`src/rtl/ctr_sched_pkg.sv`:
```
// ctr_sched_pkg
// Shared definitions for the shared-counter command scheduler:
//   - opcode encodings carried on req_op
//   - scheduler FSM state encoding
//   - default parameter values for widths and requester count
package ctr_sched_pkg;

    localparam int DEF_NREQ  = 4;
    localparam int DEF_WIDTH = 4;
    localparam int DEF_RPT_W = 4;

    localparam logic [1:0] OP_CLR  = 2'b00;
    localparam logic [1:0] OP_LOAD = 2'b01;
    localparam logic [1:0] OP_UP   = 2'b10;
    localparam logic [1:0] OP_DOWN = 2'b11;

    typedef enum logic [1:0] {
        IDLE   = 2'd0,
        RUN    = 2'd1,
        SETTLE = 2'd2
    } sched_state_t;

endpackage

```
`src/rtl/ctr_cmd_scheduler_rr_arbiter.sv`:
```
// rr_arbiter
// Purely combinational round-robin arbiter. The search begins at i_ptr and
// wraps modulo NREQ; the first asserted request wins. The caller owns the
// pointer register, so this block can be reused by any shared-resource
// controller.
// Ports:
//   i_req      NREQ  request vector
//   i_ptr      ID_W  index where the search starts
//   i_grant_en 1     allow a grant this cycle
//   o_grant    NREQ  one-hot grant (zero when disabled or no request)
//   o_idx      ID_W  encoded winner index (meaningful when o_valid)
//   o_valid    1     a grant is being issued
module rr_arbiter #(
    parameter int NREQ = 4,
    parameter int ID_W = $clog2(NREQ)
) (
    input  logic [NREQ-1:0] i_req,
    input  logic [ID_W-1:0] i_ptr,
    input  logic            i_grant_en,
    output logic [NREQ-1:0] o_grant,
    output logic [ID_W-1:0] o_idx,
    output logic            o_valid
);

    logic            w_found;
    logic [ID_W-1:0] w_idx;
    logic [ID_W-1:0] w_cand;

    always_comb begin
        w_found = 1'b0;
        w_idx   = '0;
        w_cand  = '0;
        for (int k = 0; k < NREQ; k++) begin
            w_cand = ID_W'((int'(i_ptr) + k) % NREQ);
            if (!w_found && i_req[w_cand]) begin
                w_found = 1'b1;
                w_idx   = w_cand;
            end
        end
    end

    always_comb begin
        o_grant = '0;
        if (i_grant_en && w_found) begin
            o_grant[w_idx] = 1'b1;
        end
    end

    assign o_idx   = w_idx;
    assign o_valid = i_grant_en && w_found;

endmodule

```
`src/rtl/ctr_cmd_scheduler.sv`:
```
// ctr_cmd_scheduler
// Time-shares one up/down/load counter among NREQ requesters. A round-robin
// winner is accepted in IDLE, the counter pins are driven for the command's
// steps in RUN, and SETTLE reports the resulting count with a one-cycle
// done pulse.
//
// state  | meaning
// IDLE   | arbitrate; pulse req_ready to the winner and latch its command
// RUN    | drive counter pins; UP/DOWN repeat rpt+1 times, CLR/LOAD once
// SETTLE | counter idle; ctr_out holds the final value, pulse done_valid
//
// Ports:
//   clk, rst                     clock, synchronous active-high reset
//   req_valid/req_ready          per-requester handshake (ready one-hot)
//   req_op/req_data/req_rpt      packed per-requester command payloads
//   ctr_enable/ctr_rst/ctr_load  counter control pins (sole driver)
//   ctr_up_down/ctr_in           counter direction and load data
//   ctr_out                      counter value
//   done_valid/done_id/done_value completion pulse, winner id, final count
module ctr_cmd_scheduler
    import ctr_sched_pkg::*;
#(
    parameter int NREQ  = DEF_NREQ,
    parameter int WIDTH = DEF_WIDTH,
    parameter int RPT_W = DEF_RPT_W,
    parameter int ID_W  = $clog2(NREQ)
) (
    input  logic                   clk,
    input  logic                   rst,
    input  logic [NREQ-1:0]        req_valid,
    output logic [NREQ-1:0]        req_ready,
    input  logic [2*NREQ-1:0]      req_op,
    input  logic [WIDTH*NREQ-1:0]  req_data,
    input  logic [RPT_W*NREQ-1:0]  req_rpt,
    output logic                   ctr_enable,
    output logic                   ctr_rst,
    output logic                   ctr_load,
    output logic                   ctr_up_down,
    output logic [WIDTH-1:0]       ctr_in,
    input  logic [WIDTH-1:0]       ctr_out,
    output logic                   done_valid,
    output logic [ID_W-1:0]        done_id,
    output logic [WIDTH-1:0]       done_value
);

    sched_state_t     r_state;
    sched_state_t     w_state_nxt;
    logic [ID_W-1:0]  r_rr_ptr;
    logic [ID_W-1:0]  r_id;
    logic [1:0]       r_op;
    logic [WIDTH-1:0] r_data;
    logic [RPT_W-1:0] r_remaining;
    logic [ID_W-1:0]  r_done_id;
    logic [WIDTH-1:0] r_done_value;

    logic             w_grant_en;
    logic [NREQ-1:0]  w_grant;
    logic [ID_W-1:0]  w_grant_idx;
    logic             w_grant_valid;
    logic [ID_W-1:0]  w_ptr_nxt;
    logic [1:0]       w_sel_op;
    logic [WIDTH-1:0] w_sel_data;
    logic [RPT_W-1:0] w_sel_rpt;

    assign w_grant_en = (r_state == IDLE) && !rst;

    rr_arbiter #(
        .NREQ (NREQ),
        .ID_W (ID_W)
    ) u_arb (
        .i_req      (req_valid),
        .i_ptr      (r_rr_ptr),
        .i_grant_en (w_grant_en),
        .o_grant    (w_grant),
        .o_idx      (w_grant_idx),
        .o_valid    (w_grant_valid)
    );

    assign w_ptr_nxt = (w_grant_idx == ID_W'(NREQ - 1)) ? '0 : w_grant_idx + 1'b1;

    // Mux the winner's payload out of the packed request buses.
    always_comb begin
        w_sel_op   = '0;
        w_sel_data = '0;
        w_sel_rpt  = '0;
        for (int i = 0; i < NREQ; i++) begin
            if (w_grant_idx == ID_W'(i)) begin
                w_sel_op   = req_op[2*i +: 2];
                w_sel_data = req_data[WIDTH*i +: WIDTH];
                w_sel_rpt  = req_rpt[RPT_W*i +: RPT_W];
            end
        end
    end

    always_ff @(posedge clk) begin
        if (rst) begin
            r_state <= IDLE;
        end else begin
            r_state <= w_state_nxt;
        end
    end

    always_comb begin
        w_state_nxt = r_state;
        case (r_state)
            IDLE:    if (w_grant_valid) w_state_nxt = RUN;
            RUN:     if (r_remaining == '0) w_state_nxt = SETTLE;
            SETTLE:  w_state_nxt = IDLE;
            default: w_state_nxt = IDLE;
        endcase
    end

    // Command latch, step counting and completion record.
    always_ff @(posedge clk) begin
        if (rst) begin
            r_rr_ptr     <= '0;
            r_id         <= '0;
            r_op         <= OP_CLR;
            r_data       <= '0;
            r_remaining  <= '0;
            r_done_id    <= '0;
            r_done_value <= '0;
        end else begin
            case (r_state)
                IDLE: begin
                    if (w_grant_valid) begin
                        r_rr_ptr    <= w_ptr_nxt;
                        r_id        <= w_grant_idx;
                        r_op        <= w_sel_op;
                        r_data      <= w_sel_data;
                        // op[1] marks UP/DOWN, the only ops that repeat.
                        r_remaining <= w_sel_op[1] ? w_sel_rpt : '0;
                    end
                end
                RUN: begin
                    if (r_remaining != '0) begin
                        r_remaining <= r_remaining - 1'b1;
                    end
                end
                SETTLE: begin
                    r_done_id    <= r_id;
                    r_done_value <= ctr_out;
                end
                default: ;
            endcase
        end
    end

    always_comb begin
        req_ready   = '0;
        ctr_enable  = 1'b0;
        ctr_rst     = 1'b0;
        ctr_load    = 1'b0;
        ctr_up_down = 1'b0;
        ctr_in      = '0;
        done_valid  = 1'b0;
        done_id     = r_done_id;
        done_value  = r_done_value;
        if (rst) begin
            // Hold the shared counter cleared for as long as reset is high.
            ctr_enable = 1'b1;
            ctr_rst    = 1'b1;
        end else begin
            case (r_state)
                IDLE: begin
                    req_ready = w_grant;
                end
                RUN: begin
                    ctr_enable = 1'b1;
                    case (r_op)
                        OP_CLR:  ctr_rst = 1'b1;
                        OP_LOAD: begin
                            ctr_load = 1'b1;
                            ctr_in   = r_data;
                        end
                        default: ctr_up_down = ~r_op[0];
                    endcase
                end
                SETTLE: begin
                    // The last RUN step is already visible on ctr_out here.
                    done_valid = 1'b1;
                    done_id    = r_id;
                    done_value = ctr_out;
                end
                default: ;
            endcase
        end
    end

endmodule

```
`config.mk`:
```
export PLATFORM = sky130hd
export DESIGN_NAME = ctr_cmd_scheduler
export DESIGN_NICKNAME = d
export VERILOG_FILES = /design/src/rtl/ctr_sched_pkg.sv /design/src/rtl/ctr_cmd_scheduler_rr_arbiter.sv /design/src/rtl/ctr_cmd_scheduler.sv
export SDC_FILE = /design/constraint.sdc
export NUM_CORES = 1
export LEC_CHECK = 0
export CORE_MARGIN = 2
export CORE_UTILIZATION = 45
export CTS_CLUSTER_DIAMETER = 200
export DETAILED_ROUTE_END_ITERATION = 12
export HOLD_SLACK_MARGIN = 0.12
export PLACE_DENSITY_LB_ADDON = 0.3
export SYNTH_ARGS = -nofsm -noshare
export SYNTH_HDL_FRONTEND = slang
export SYNTH_SLANG_ARGS = --single-unit
```
`constraint.sdc`:
```
create_clock -name clk -period 5.05 [get_ports clk]
set_clock_uncertainty 0.15 [all_clocks]
set_input_delay 0.7575 -clock clk [delete_from_list [all_inputs] [get_ports clk]]
set_output_delay 0.7575 -clock clk [all_outputs]
set_load 0.1 [all_outputs]
```
; ---- After elaboration in Yosys (flattened, before gate mapping)
; Index checks and enable logic that the tools add are counted.
[word_totals]
reg_bits = 22
input_bits = 50
out_inout_bits = 19
word_cells = 110
[op_classes]
n_addsub = 5
n_lt_le_gt_ge = 6
eq_ne = 9
n_mux = 61
bitwise = 1
n_reduce_logical = 20
[ops]
columns = cell, n
row1 = $mux 4, 19
row2 = $mux 2, 13
row3 = $mux 1, 22
row4 = $lt 2x3->1 const B, 5
row5 = $bmux 1 s2, 4
row6 = $pmux 4 s2, 1
row7 = $eq 2x1->1 const B, 3
row8 = $eq 2x2->1 const B, 3
row9 = $logic_and 1x1->1, 6
row10 = $logic_not 2->1, 3
row11 = $add 2x1->2 const B, 2
row12 = $add 2x2->2 const B, 2
row13 = $logic_not 1->1, 4
row14 = $logic_not 4->1, 1
row15 = $ne 2x2->1 const B, 2
row16 = $pmux 2 s2, 1
row17 = $reduce_and 2->1, 2
row18 = $reduce_bool 4->1, 1
row19 = $sub 4x1->4 const B, 1
row20 = $reduce_and 3->1, 1
row21 = $demux 1 s2, 1
row22 = $ge 2x1->1 const B, 1
row23 = $ne 2x1->1 const B, 1
row24 = $reduce_bool 2->1, 1
row25 = other kinds (2), 2

; ---- Depth between registers and ports, before layout
[depth]
ltp_word = 20
mapped_depth = 12
ltp_nobuf = 11

; ---- By module
; A second synthesis with hierarchy kept.
[hier_totals]
hier_cells = 199
hier_area_um2 = 1508.9
[by_module_without_submodules]
columns = module, n_inst, cells_per_inst, area_each_um2
row1 = ctr_cmd_scheduler, 1, 179, 1353.8
row2 = rr_arbiter, 1, 20, 155.1

; ---- Least setup slack after synthesis
; OpenSTA, ideal clock, no wires.
[synth_timing]
kind = input to output
from = in rst
to = out ctr_up_down
arrival_ns = 4.074
required_time_ns = 4.143
slack_ns = 0.068
stages = 2
path_buffers = 1
path_cell_list = buf_2 nor4b_1
[synth_via]
elab_chain_cells = 1
[synth_rtl]
columns = element, line
row1 = "start, declared", ctr_cmd_scheduler.sv:29  ; input logic rst,
row2 = $mux 1, ctr_cmd_scheduler.sv:159  ; if (rst) begin
row3 = "end, declared", ctr_cmd_scheduler.sv:38  ; output logic ctr_up_down,
; Every way passes these cells.

; ---- Worst setup path after layout
[layout_timing]
from = in req_valid[0]
to = out req_ready[3]
[layout_via]
elab_chain_cells = 19
elab_cells_between_ends = 31
classes_between = order compare (2) / mux (21) / reduce/logical (8)
[layout_rtl]
columns = element, line
row1 = "start, declared", ctr_cmd_scheduler.sv:30  ; input logic [NREQ-1:0] req_valid,
row2 = $bmux 1 s2, ctr_cmd_scheduler_rr_arbiter.sv:35  ; if (!w_found && i_req[w_cand]) begin
row3 = $mux 1 (implied by the code), ctr_cmd_scheduler_rr_arbiter.sv:35
row4 = $mux 1, ctr_cmd_scheduler_rr_arbiter.sv:35
row5 = $logic_not 1->1, ctr_cmd_scheduler_rr_arbiter.sv:35
row6 = $logic_and 1x1->1, ctr_cmd_scheduler_rr_arbiter.sv:35
row7 = $mux 1, ctr_cmd_scheduler_rr_arbiter.sv:35
row8 = $logic_not 1->1, ctr_cmd_scheduler_rr_arbiter.sv:35
row9 = $logic_and 1x1->1, ctr_cmd_scheduler_rr_arbiter.sv:35
row10 = (+4 left out), --
row11 = net u_arb.o_idx[0], ctr_cmd_scheduler_rr_arbiter.sv:21  ; output logic [ID_W-1:0] o_idx,
row12 = $lt 2x3->1 (implied by the code) / $ge 2x1->1 (equally long branches), ctr_cmd_scheduler_rr_arbiter.sv:45  ; o_grant[w_idx] = 1'b1;
row13 = $logic_and 1x1->1 (implied by the code), ctr_cmd_scheduler_rr_arbiter.sv:45
row14 = $mux 1 (implied by the code), ctr_cmd_scheduler_rr_arbiter.sv:45
row15 = $demux 1 s2 (*), --
row16 = $mux 4 (*), ctr_cmd_scheduler_rr_arbiter.sv:44  ; if (i_grant_en && w_found) begin
row17 = $mux 4 (*), ctr_cmd_scheduler.sv:164  ; case (r_state)
row18 = $mux 4 (*), ctr_cmd_scheduler.sv:159
row19 = "end, declared", ctr_cmd_scheduler.sv:31  ; output logic [NREQ-1:0] req_ready,
; Mark *: on every way through the listed nets, which the timed path passes. The rest lies on a longest branch. The select of a mux whose other input is x is not followed.

==> impl_summary.txt <==
----------------------------------------------------
[Synth]
  Syn Inst Count ... 188
  Synthesized area ... between 1500 and 2000 um^2
  Syn avg cell area ... between 8 and 9 um^2
  Cell type contributing the most total cell area after synthesis ... sky130_fd_sc_hd__dfxtp_1
  Synth top area cells ... sky130_fd_sc_hd__dfxtp_1 28%, sky130_fd_sc_hd__nand2_1 6.3%, sky130_fd_sc_hd__a21oi_1 5.2%, sky130_fd_sc_hd__mux2_2 4.3%, sky130_fd_sc_hd__ha_1 4.0%
  Share of the yosys chip area belonging to registers ... 28.3%
  Register bit count reported by yosys ... 22
  Number of warnings reported in the yosys synthesis log ... 0
  Number of library cell types mapped by synthesis ... 46
  Total nets after synthesis ... between 200 and 250
  Area share of the leading cell type in the synthesized netlist ... ~28%

[Flow run]
  Maximum capacitance violations ... 0

[Routing]
  Routed wire length per instance ... 13.1 um
  Count of antenna-violating nets left after detailed routing ... 0
  First drt pass iteration count ... 4
  Iteration-0 DRC Markers ... 72
  Vias per cell ... roughly 5.3
  Total number of vias ... 1,580
  Final Routed Wirelength ... between 3 and 4 mm
  DRC viols ... 0

[Die]
  Number of cell rows ... 21
  Die width ... 62.8 um
  Starting density of the core ... 46.6%
  Number of ports placed on the die boundary ... ~70
  Die Area ... 3940 um^2
  Vertical die dimension ... between 60 and 70 um
  Area inside the core boundary ... around 3300 um^2

[Global route]
  First-pass GRT wire length ... between 6 and 7 mm
  Overflow after GRT ... 0
  Number of antenna violations at the first check in global routing ... 0
  Pin count of the biggest net entering global routing ... 20
  All-Layer GR Usage ... 20.2%
  Vias in the first global route ... about 1,600

[Layout]
  Final cell count without fillers ... about 300
  Area growth syn-to-layout ... 43.7%
  Most common library cell in the layout ignoring fill and taps ... sky130_fd_sc_hd__clkdlybuf4s50_1
  Proportion of layout cells with a drive suffix above 1 ... 20.2%
  Number of diodes ... 0
  Commonest non-fill, non-tap cells in the layout ... 49 x sky130_fd_sc_hd__clkdlybuf4s50_1, 26 x sky130_fd_sc_hd__nand2_1, 22 x sky130_fd_sc_hd__dfxtp_1, 21 x sky130_fd_sc_hd__buf_4, 16 x sky130_fd_sc_hd__a21oi_1
  Total Nets Final ... around 310
  Count of filler cells inserted in the layout ... 309

[Critical path]
  Largest driver fanout on the critical path ... 14
  Critical Path AT ... 3.31 ns
  Launching element type of the critical path ... input port
  Cell with the biggest individual delay on the critical path ... sky130_fd_sc_hd__clkdlybuf4s50_1
  Endpoint class of the critical path ... output pin
  Start point of the critical path ... req_valid[0]
  Data required time of the worst path ... between 4 and 5 ns
  Critical R2R Launch ... r_rr_ptr[1]$_SDFFE_PP0P_
  Worst Setup Path Type ... input port to output pin
  Biggest cell delay along the critical path ... 0.51 ns
  Critical path cell sequence ... clkdlybuf4s50_1 > mux2i_1 > nor2_1 > nor3_1 > nand2b_1 > inv_1 > ha_1 > inv_1 > nor3_1 > buf_4

[Hold path]
  Source of the worst hold timing path ... r_done_value[2]$_SDFF_PP0_
  Path category of the worst min-delay check ... flop to flop

[Timing]
  RSZ-0062 raised after global routing ... no
  Actual transition at the worst max-transition pin ... ~1.0 ns
  Final TNS setup ... 0 ns
  Rel. slew slack ... 31.1%
  Count of pins over their slew limit ... 0
  Fraction of the cycle the final worst path needs ... a little over four fifths
  Minimum clock period ... between 4 and 5 ns
  Worst slack on hold paths ... roughly 0.32 ns
  Final hold violations ... 0
  Final setup violation count ... 0
  Max frequency ... ~240 MHz

[Clocking]
  Quantity of gates resized following cts ... 0
  CTS sink count ... 22
  Cts hold-fix bufs ... 0
  Clock latency on the worst-skew pair ... ~0.30 ns
  Setup repair bufs after CTS ... 0
  CTS buffer count ... 3
  Root buffer selected by CTS ... sky130_fd_sc_hd__clkbuf_4
  Deepest clock path buffer count ... 2
  Clock tree from TritonCTS ... built
  Number of H-tree levels ... 1
  Register clock-pin slew on the reported worst setup and hold paths ... between 0.1 and 0.15 ns

[Run status]
  Result of the run ... finished clean

[Power]
  Areal power density over the cells ... between 300 and 400 nW/um^2
  Worst ir drop on vdd ... approximately 0.27 mV
  Overall power of the completed layout ... 888 uW
  Leak Pwr ... ~0.00086 uW

[Placed design]
  Number of instances in the placed design ... approximately 300
  Number of port buffers ... 68
  Placer Congestion ... ~0.8
  Detailed Place HPWL ... between 3 and 4 mm

----------------------------------------------------
[registers in the layout, summed over array words and instances, names as in the netlist]
signal,flops
r_data,4
r_done_value,4
r_remaining,4
r_done_id,2
r_id,2
r_op,2
r_rr_ptr,2
r_state,2
[final timing paths]
kind | end | slack (ns) | cells past startpoint
worst max register to register | r_remaining[2]$_SDFFE_PP0P_ | 1.97 | 11
worst min register to register | r_done_value[2]$_SDFF_PP0_ | 0.32 | 2
worst max-delay path | req_ready[3] | 0.83 | 10
worst min-delay path | r_done_value[2]$_SDFF_PP0_ | 0.32 | 2
[report_power, final]
group / internal [uW] / switching, uW / total (uW)
clock: 27.8 / 48.8 / 76.6
sequential: 217 / 37.4 / 255
combinational: 213 / 343 / 556
total: 459 / 429 / 888
[worst max-delay path: cells and delay by family]
kind          cells  cell delay (ns)
simple gates      4             0.78
fa+ha+maj         1             0.42
mux               1             0.17
buf+inv           4             1.17
[metal layers]
layer | GRT usage [%] | wire (um) | vias to the layer above
li1 | - | - | 806
met1 | 24.0 | 1760 | 737
met2 | 37.9 | 1950 | 33
met3 | 4.68 | 174 | 4
met4 | 2.22 | 26 | 0
met5 | 0 | 0 | -
[cell usage after synthesis, drive strengths merged]
library cell	instances
a211o	1
a211oi	4
a21o	1
a21oi	18
a221oi	8
a22oi	3
and2	7
and3	1
buf	5
clkbuf	4
dfxtp	22
ha	5
inv	8
mux2	6
mux2i	1
nand2	26
nand2b	7
nand3b	1
nor2	17
nor2b	8
nor3	9
nor4	1
nor4b	2
o2111ai	1
o211ai	1
o21ai	6
o22ai	5
o2bb2a	1
o311ai	5
or3	2
xor2	2
[through the flow]
step	utilization (%)	worst slack (ns)	area, um^2
6_report	66.9	0.831	2230
5_1_grt	66.9	0.540	2230
4_1_cts	66.9	0.799	2230
3_5_place_dp	66.3	0.800	2210
3_3_place_gp	66.3	0.865	2210
2_1_floorplan	-	0.0683	1550
[layout make-up]
class	count	area (um^2)	share of cell area [%]
multi-input cells	149	1030	46.3
clock buffers	3	22.5	1.01
repair buffers	70	648	29.0
flip-flops and latches	22	440	19.7
inverters	8	30.0	1.34
well taps	46	57.6	2.58
[logic make-up after synthesis]
group	count (synthesis)	share of synthesized area [%]
compound gates	54	26.6
mux	7	4.99
xor+xnor	2	1.13
buf+inv	17	5.07
flops	22	28.3
simple gates	81	29.9
fa+ha+maj	5	4.03
Note: power is estimated with default switching activity, not from simulation.
